--- src/rtl/operand_stream_ctrl.sv ---
// operand_stream_ctrl: arbitrates one single-port operand bank between a host
// loader (idle only) and a streaming reader that walks an N x N matrix in
// row-major or transposed order over a valid/ready output.
// Optional feature macro: OPSTREAM_PERF_EN (adds stall_cnt_o stall counter).
module operand_stream_ctrl #(
  parameter int unsigned DATA_WIDTH = 32,
  parameter int unsigned ADDR_WIDTH = 4,
  parameter int unsigned MAX_DIM    = 4,
  parameter int unsigned DIM_WIDTH  = 3
) (
  input  logic                  clk_i,
  input  logic                  rst_ni,
  input  logic                  host_wr_valid_i,
  input  logic [ADDR_WIDTH-1:0] host_wr_addr_i,
  input  logic [DATA_WIDTH-1:0] host_wr_data_i,
  output logic                  host_wr_ready_o,
  input  logic                  start_i,
  input  logic [DIM_WIDTH-1:0]  dim_i,
  input  logic                  transpose_i,
  input  logic                  abort_i,
  output logic [ADDR_WIDTH-1:0] mat_addr_o,
  output logic                  mat_wr_en_o,
  output logic [DATA_WIDTH-1:0] mat_wr_data_o,
  input  logic [DATA_WIDTH-1:0] mat_rd_data_i,
  output logic                  out_valid_o,
  output logic [DATA_WIDTH-1:0] out_data_o,
  output logic                  out_last_o,
  input  logic                  out_ready_i,
  output logic                  busy_o,
  output logic                  done_o,
  output logic                  err_o
`ifdef OPSTREAM_PERF_EN
  ,
  output logic [15:0]           stall_cnt_o
`endif
);

  typedef enum logic [1:0] {
    IDLE   = 2'd0,
    STREAM = 2'd1,
    DRAIN  = 2'd2
  } state_e;

  state_e                state_q;
  logic [DIM_WIDTH-1:0]  n_q;
  logic [DIM_WIDTH-1:0]  row_q;
  logic [DIM_WIDTH-1:0]  col_q;
  logic                  transpose_q;
  logic [ADDR_WIDTH-1:0] held_addr_q;
  logic                  out_valid_q;
  logic                  out_last_q;
  logic                  done_q;
  logic                  err_q;

  logic                  issue_fire;
  logic                  dim_ok;
  logic                  col_wrap;
  logic                  is_last;
  logic [ADDR_WIDTH-1:0] issue_addr;

  // Issue decision, walk position decode and bank address of the next element
  always_comb begin
    issue_fire = (state_q == STREAM) && (!out_valid_q || out_ready_i);
    dim_ok     = (dim_i != '0) && (dim_i <= DIM_WIDTH'(MAX_DIM));
    col_wrap   = (col_q == (n_q - DIM_WIDTH'(1)));
    is_last    = col_wrap && (row_q == (n_q - DIM_WIDTH'(1)));
    // Transposed walk swaps the roles of the loop indices in the address
    if (transpose_q) begin
      issue_addr = ADDR_WIDTH'(col_q * MAX_DIM + row_q);
    end else begin
      issue_addr = ADDR_WIDTH'(row_q * MAX_DIM + col_q);
    end
  end

  // Shared bank port mux: host owns it in IDLE, streamer otherwise
  always_comb begin
    host_wr_ready_o = 1'b0;
    mat_wr_en_o     = 1'b0;
    mat_wr_data_o   = host_wr_data_i;
    mat_addr_o      = held_addr_q;
    if (state_q == IDLE) begin
      host_wr_ready_o = 1'b1;
      mat_wr_en_o     = host_wr_valid_i;
      mat_addr_o      = host_wr_addr_i;
    end else if (issue_fire) begin
      mat_addr_o = issue_addr;
    end
  end

  // Sequencer FSM with registered stream handshake and status pulses
  always_ff @(posedge clk_i) begin
    if (!rst_ni) begin
      state_q     <= IDLE;
      n_q         <= '0;
      row_q       <= '0;
      col_q       <= '0;
      transpose_q <= 1'b0;
      held_addr_q <= '0;
      out_valid_q <= 1'b0;
      out_last_q  <= 1'b0;
      done_q      <= 1'b0;
      err_q       <= 1'b0;
    end else begin
      done_q <= 1'b0;
      err_q  <= 1'b0;
      if (abort_i && (state_q != IDLE)) begin
        state_q     <= IDLE;
        out_valid_q <= 1'b0;
        out_last_q  <= 1'b0;
      end else begin
        case (state_q)
          IDLE: begin
            if (start_i) begin
              if (dim_ok) begin
                n_q         <= dim_i;
                transpose_q <= transpose_i;
                row_q       <= '0;
                col_q       <= '0;
                state_q     <= STREAM;
              end else begin
                err_q <= 1'b1;
              end
            end
          end
          STREAM: begin
            if (issue_fire) begin
              out_valid_q <= 1'b1;
              out_last_q  <= is_last;
              held_addr_q <= issue_addr;
              if (col_wrap) begin
                col_q <= '0;
                row_q <= row_q + DIM_WIDTH'(1);
              end else begin
                col_q <= col_q + DIM_WIDTH'(1);
              end
              if (is_last) begin
                state_q <= DRAIN;
              end
            end
          end
          DRAIN: begin
            if (out_ready_i) begin
              out_valid_q <= 1'b0;
              out_last_q  <= 1'b0;
              done_q      <= 1'b1;
              state_q     <= IDLE;
            end
          end
          default: begin
            state_q <= IDLE;
          end
        endcase
      end
    end
  end

`ifdef OPSTREAM_PERF_EN
  logic [15:0] stall_cnt_q;

  // Saturating count of stalled output cycles in the current stream
  always_ff @(posedge clk_i) begin
    if (!rst_ni) begin
      stall_cnt_q <= '0;
    end else if ((state_q == IDLE) && start_i && dim_ok) begin
      stall_cnt_q <= '0;
    end else if (out_valid_q && !out_ready_i && (stall_cnt_q != 16'hFFFF)) begin
      stall_cnt_q <= stall_cnt_q + 16'd1;
    end
  end

  assign stall_cnt_o = stall_cnt_q;
`endif

  assign out_valid_o = out_valid_q;
  assign out_last_o  = out_last_q;
  assign out_data_o  = mat_rd_data_i;
  assign busy_o      = (state_q != IDLE);
  assign done_o      = done_q;
  assign err_o       = err_q;

endmodule

--- config.mk ---
export PLATFORM = sky130hd
export DESIGN_NAME = operand_stream_ctrl
export DESIGN_NICKNAME = d
export VERILOG_FILES = /design/src/rtl/operand_stream_ctrl.sv
export SDC_FILE = /design/constraint.sdc
export NUM_CORES = 1
export LEC_CHECK = 0
export CAP_MARGIN = 20
export CORE_ASPECT_RATIO = 1.2
export CORE_MARGIN = 2
export CORE_UTILIZATION = 34
export CTS_CLUSTER_DIAMETER = 100
export DETAILED_ROUTE_END_ITERATION = 10
export PLACE_DENSITY = 0.93
export SYNTH_ARGS = -nofsm -noshare
export SYNTH_HDL_FRONTEND = slang
export SYNTH_SLANG_ARGS = --single-unit
--- constraint.sdc ---
create_clock -name clk_i -period 3.74 [get_ports clk_i]
set_clock_uncertainty 0.05 [all_clocks]
set_input_delay 0.561 -clock clk_i [delete_from_list [all_inputs] [get_ports clk_i]]
set_output_delay 0.561 -clock clk_i [all_outputs]
set_load 0.03 [all_outputs]
# Yosys cells after proc, flatten, opt, wreduce, memory -nomap -nowiden
# Index checks and enable logic that the tools add are counted.
word_totals:
  ff_bits: 20
  input_bits: 78
  output_inout_bits: 75
  elab_cells: 77
classes:
  add_sub_neg: 5
  order_cmp: 1
  n_eq_ne: 10
  muxes: 26
  n_bitwise: 5
  n_reduce_logical: 20
op_table:
  columns: ["operator", "count"]
  rows:
  - ["two-way mux 3 bit", 6]
  - ["two-way mux 4 bit", 3]
  - ["!= test 2 bit (second input constant)", 6]
  - ["one-hot mux 3 bit (2 select lines)", 2]
  - ["two-way mux 2 bit", 5]
  - ["AND reduction 5 bit", 2]
  - ["adder 4 x 3 -> 4 bit", 2]
  - ["two-way mux 1 bit", 7]
  - ["adder 3 x 1 -> 3 bit (second input constant)", 2]
  - ["== test 3 bit", 2]
  - ["one-hot mux 2 bit (3 select lines)", 1]
  - ["AND reduction 6 bit", 1]
  - ["nonzero test 2 bit", 3]
  - ["NOT 1 bit", 5]
  - ["logical AND 1 bit", 4]
  - ["one-hot mux 1 bit (2 select lines)", 2]
  - ["AND reduction 4 bit", 1]
  - ["OR reduction 4 bit", 1]
  - ["<= comparator 3 bit (second input constant)", 1]
  - ["AND reduction 3 bit", 1]
  - ["nonzero test 3 bit", 1]
  - ["OR reduction 3 bit", 1]
  - ["subtractor 3 x 1 -> 3 bit (second input constant)", 1]
  - ["== test 2 x 1 -> 1 bit (second input constant)", 1]
  - ["6 further kinds", 6]

# Depth between registers and ports, before layout
depth:
  depth_word: 6
  mapped_depth: 7
  ltp_nobuf: 7

# Worst setup path before layout
# No wires, ideal clock.
synth_path:
  path_kind: "register to output"
  start: "register state_q[0]"
  end: "output mat_addr_o[0]"
  arrival_time_ns: 1.741
  required_time_ns: 3.129
  setup_slack_ns: 1.388
  path_stages_with_launch: 5
  path_buffers: 0
  path_cell_list: "dfxtp_1 -> nor2b_1 -> nand2_1 -> mux2i_1 -> o21ai_0"
synth_between:
  elab_chain_len: 4
  word_cells_on_any_way: 5
synth_rtl:
  columns: ["item", "line", "rtl"]
  rows:
  - ["from (decl)", "44", "state_e state_q;"]
  - ["from (signal assigned)", "93", "state_q <= IDLE;"]
  - ["from (signal assigned)", "107", "state_q <= IDLE;"]
  - ["from (signal assigned)", "119", "state_q <= STREAM;"]
  - ["== test 2 x 1 -> 1 bit", "63", "issue_fire = (state_q == STREAM) && (!out_valid_q || out_ready_i);"]
  - ["logical AND 1 bit", "63", null]
  - ["two-way mux 4 bit", null, null]
  - ["two-way mux 4 bit (*)", "81", "if (state_q == IDLE) begin"]
  - ["to (decl)", "21", "output logic [ADDR_WIDTH-1:0] mat_addr_o,"]
# Mark *: on every way between the ends. The rest lies on a longest branch, timed or not.

# Worst setup path after layout
layout_path:
  start: "input out_ready_i"
  end: "output mat_addr_o[3]"
layout_between:
  elab_chain_len: 4
layout_rtl:
  columns: ["item", "line", "rtl"]
  rows:
  - ["from (decl)", "28", "input logic out_ready_i,"]
  - ["logical OR 1 bit", "63", null]
  - ["logical AND 1 bit", "63", null]
  - ["two-way mux 4 bit", null, null]
  - ["two-way mux 4 bit", "81", null]
# Every way passes these cells.

==> impl_metrics.yaml <==
status:
  outcome: "completed"
logic_synthesis:
  yosys-top-cells-count: "buf_4 (64), dfxtp_1 (20), nand2_1 (12)"
  post-synth-top-area-cell: "buf_4"
  yosysWarningCount: 0
  syn_area_um2: 1680
  async_reset_ff_share_pct: 0
  postSynthCellCount: 198
  synth_cell_type_count: 41
  ys_seq_area_share_pct: 23.8
  synth_top_area_share_pct: 28.6
  yosysMostFrequentCell: "buf_4"
  syn_area_per_cell_um2: 8.49
  synth-seq-cells: 20
  syn-num-nets: 281
  synth_edf_count: 0
  synth-main-ff-cell: "dfxtp_1"
  synth_area_leaders: "buf_4 (29%), dfxtp_1 (24%), mux2i_1 (4.8%)"
global_route:
  overflow: 0
  grt_antenna_before_repair: 0
  grt_pass1_wl_um: 5040
  grt_util_all_layers_pct: 12.0
  grt_start_max_net_pins: 18
  first_global_vias: 1099
setup_path:
  critical-path-max-stage-delay_ns: 0.68
  cp-start-kind: "input pin"
  critical_path.max_fanout: 6
  worstPathCellList: "clkdlybuf4s50_1 > nand2b_1 > nand2_1 > a211oi_1 > a21oi_1 > a21oi_1 > clkdlybuf4s50_1"
  worst_ep_arrival_time_ns: 2.64
  path_class: "input pin to output port"
  worstSetupEndpointType: "output port"
  crit_required_ns: 3.13
  cp_slowest_cell: "clkdlybuf4s50_1"
detailed_routing:
  wire_per_inst_um: 14.5
  vias: 1104
  ant_nets: 0
  first_pass_iters: 4
  vias_per_cell: 5.04
  route.detailed.drc: 0
  totalWireLength_um: 3170
  drtIter0Drc: 54
cts:
  cts_max_level: 1
  cts_num_sinks: 20
  cts_tree: "built"
  path_clk_slew_ns: 0.08
  root_buffer: "clkbuf_8"
  cts_max_path_buffers: 2
  cts_buffers: 3
  cts_resized: 0
  postCtsSetupRepairBufs: 0
  hold_buffers: 0
  insertion_delay_ns: 0.26
floorplanning:
  start_util_pct: 34.8
  io-pin-count: 153
  rows: 28
  die_w_um: 68.2
  coreArea_um2: 4830
  die-area_um2: 5520
  fp.dieH_um: 81.0
sta:
  timing.hold.ws_ns: 0.435
  finalMaxSlewViolations: 0
  hold_viol: 0
  fin_crit_ns: 3.25
  rsz0062_at_grt: "no"
  finalCritPeriodShare_pct: 86.8
  finalSetupTns_ns: 0
  setup_viol: 0
  clock.fmax_ghz: 0.308
  slew_headroom_pct: 60.9
  worst_pin_slew_ns: 0.585
placed_design:
  dp_hpwl_um: 2440
  port_buffers: 24
  placed_cell_area_um2: 1490
  globalplace.congestion: 0.823
hold_path:
  hold_class: "flop to flop"
finish:
  multiInputGateArea_um2: 753
  fill_cells: 510
  stdcell_area_um2: 1540
  drive_above_1_share_pct: 8.81
  antennaDiodeCount: 0
  synthToLayoutAreaGrowth_pct: -8.12
  nets: 243
  regArea_um2: 400
pwr:
  total_power_mw: 0.534
  leakage_nw: 0.606
  vdd_drop_max_v: 0.000185
  powerDensity_nw_per_um2: 346
run:
  max_cap_violations: 0
metrics by stage:
step	utilization, %	setup WS, ns	std cells
after CTS	31.9	0.486	219
after global routing	31.9	0.355	219
final	31.9	0.493	219
after global placement	30.8	0.507	215
after detailed placement	30.8	0.501	215
after floorplan	-	1.39	198
cell type report:
cell class	count	area share [%]
Multi-Input combinational cell	106	48.8
Sequential cell	20	25.9
Timing Repair Buffer	24	15.6
Tap cell	60	4.86
Clock buffer	4	3.57
Inverter	5	1.30
cell usage in the layout, fill, tap and decap left out, drive strengths merged, types with 3 or more instances in the layout:
cell           synthesis  final
xnor2                  3      3
inv                    4      4
mux2                   3      3
dfxtp                 20     20
nor2b                  6      6
nand2                 12     12
o21ai                 12     12
nor2                  10     10
and2                   5      5
nand2b                 4      4
a21oi                  6      6
or3                    3      3
mux2i                  8      8
xor2                   4      4
clkdlybuf4s50          0     24
nand3                  8      8
clkbuf                 1      4
ha                     5      5
cell families (layout without fill, tap and decap cells):
| logic type | count (synthesis) | count (layout) | share of synthesized area (%) |
|---|---|---|---|
| AO/OA/AOI/OAI | 26 | 26 | 10.2 |
| XOR/XNOR | 8 | 8 | 4.99 |
| flip-flops | 20 | 20 | 23.8 |
| AND/OR/NAND/NOR | 56 | 56 | 19.1 |
| buffers and inverters | 72 | 33 | 31.3 |
| multiplexers | 11 | 11 | 6.78 |
| adder cells (fa/ha/maj) | 5 | 5 | 3.72 |
registers in the layout, indices dropped and copies added (netlist names):
name	count
out_last_o	1
err_o	1
done_o	1
held_addr_q	4
col_q	3
state_q	2
n_q	3
out_valid_o	1
row_q	3
transpose_q	1
per-layer routing:
layer | part of all wire, % | vias to the layer above | track usage, %
met3 | 11 | 38 | 2.91
li1 | - | 522 | -
met4 | 6.7 | 0 | 11.8
met2 | 43 | 49 | 17.7
met5 | 0 | - | 0
met1 | 39 | 495 | 13.8
report_power, final:
part | switching [mW] | leakage, nW | total (mW) | internal (mW)
combinational | 0.0730 | 0.415 | 0.134 | 0.0609
sequential | 0.0114 | 0.162 | 0.232 | 0.221
clock | 0.0739 | 0.0288 | 0.168 | 0.0938
total | 0.158 | 0.606 | 0.534 | 0.376
worst max-delay path: cells and delay by family:
| kind | cells | cell delay, ns |
|---|---|---|
| and+or+nand+nor | 2 | 0.40 |
| AOI/OAI and AO/OA | 3 | 0.47 |
| buffers and inverters | 2 | 1.19 |
final timing paths:
| check | startpoint | end | slack (ns) | cells after the start |
|---|---|---|---|---|
| worst max-delay path | out_ready_i | mat_addr_o[3] | 0.49 | 7 |
| worst min register to register | out_last_o$_SDFFE_PP0P_ | out_last_o$_SDFFE_PP0P_ | 0.44 | 2 |
| worst min-delay path | out_last_o$_SDFFE_PP0P_ | out_last_o$_SDFFE_PP0P_ | 0.44 | 2 |
| worst max register to register | n_q[0]$_SDFFE_PN0P_ | row_q[2]$_SDFFE_PN0P_ | 1.77 | 7 |
Note: power is estimated with default switching activity, not from simulation.
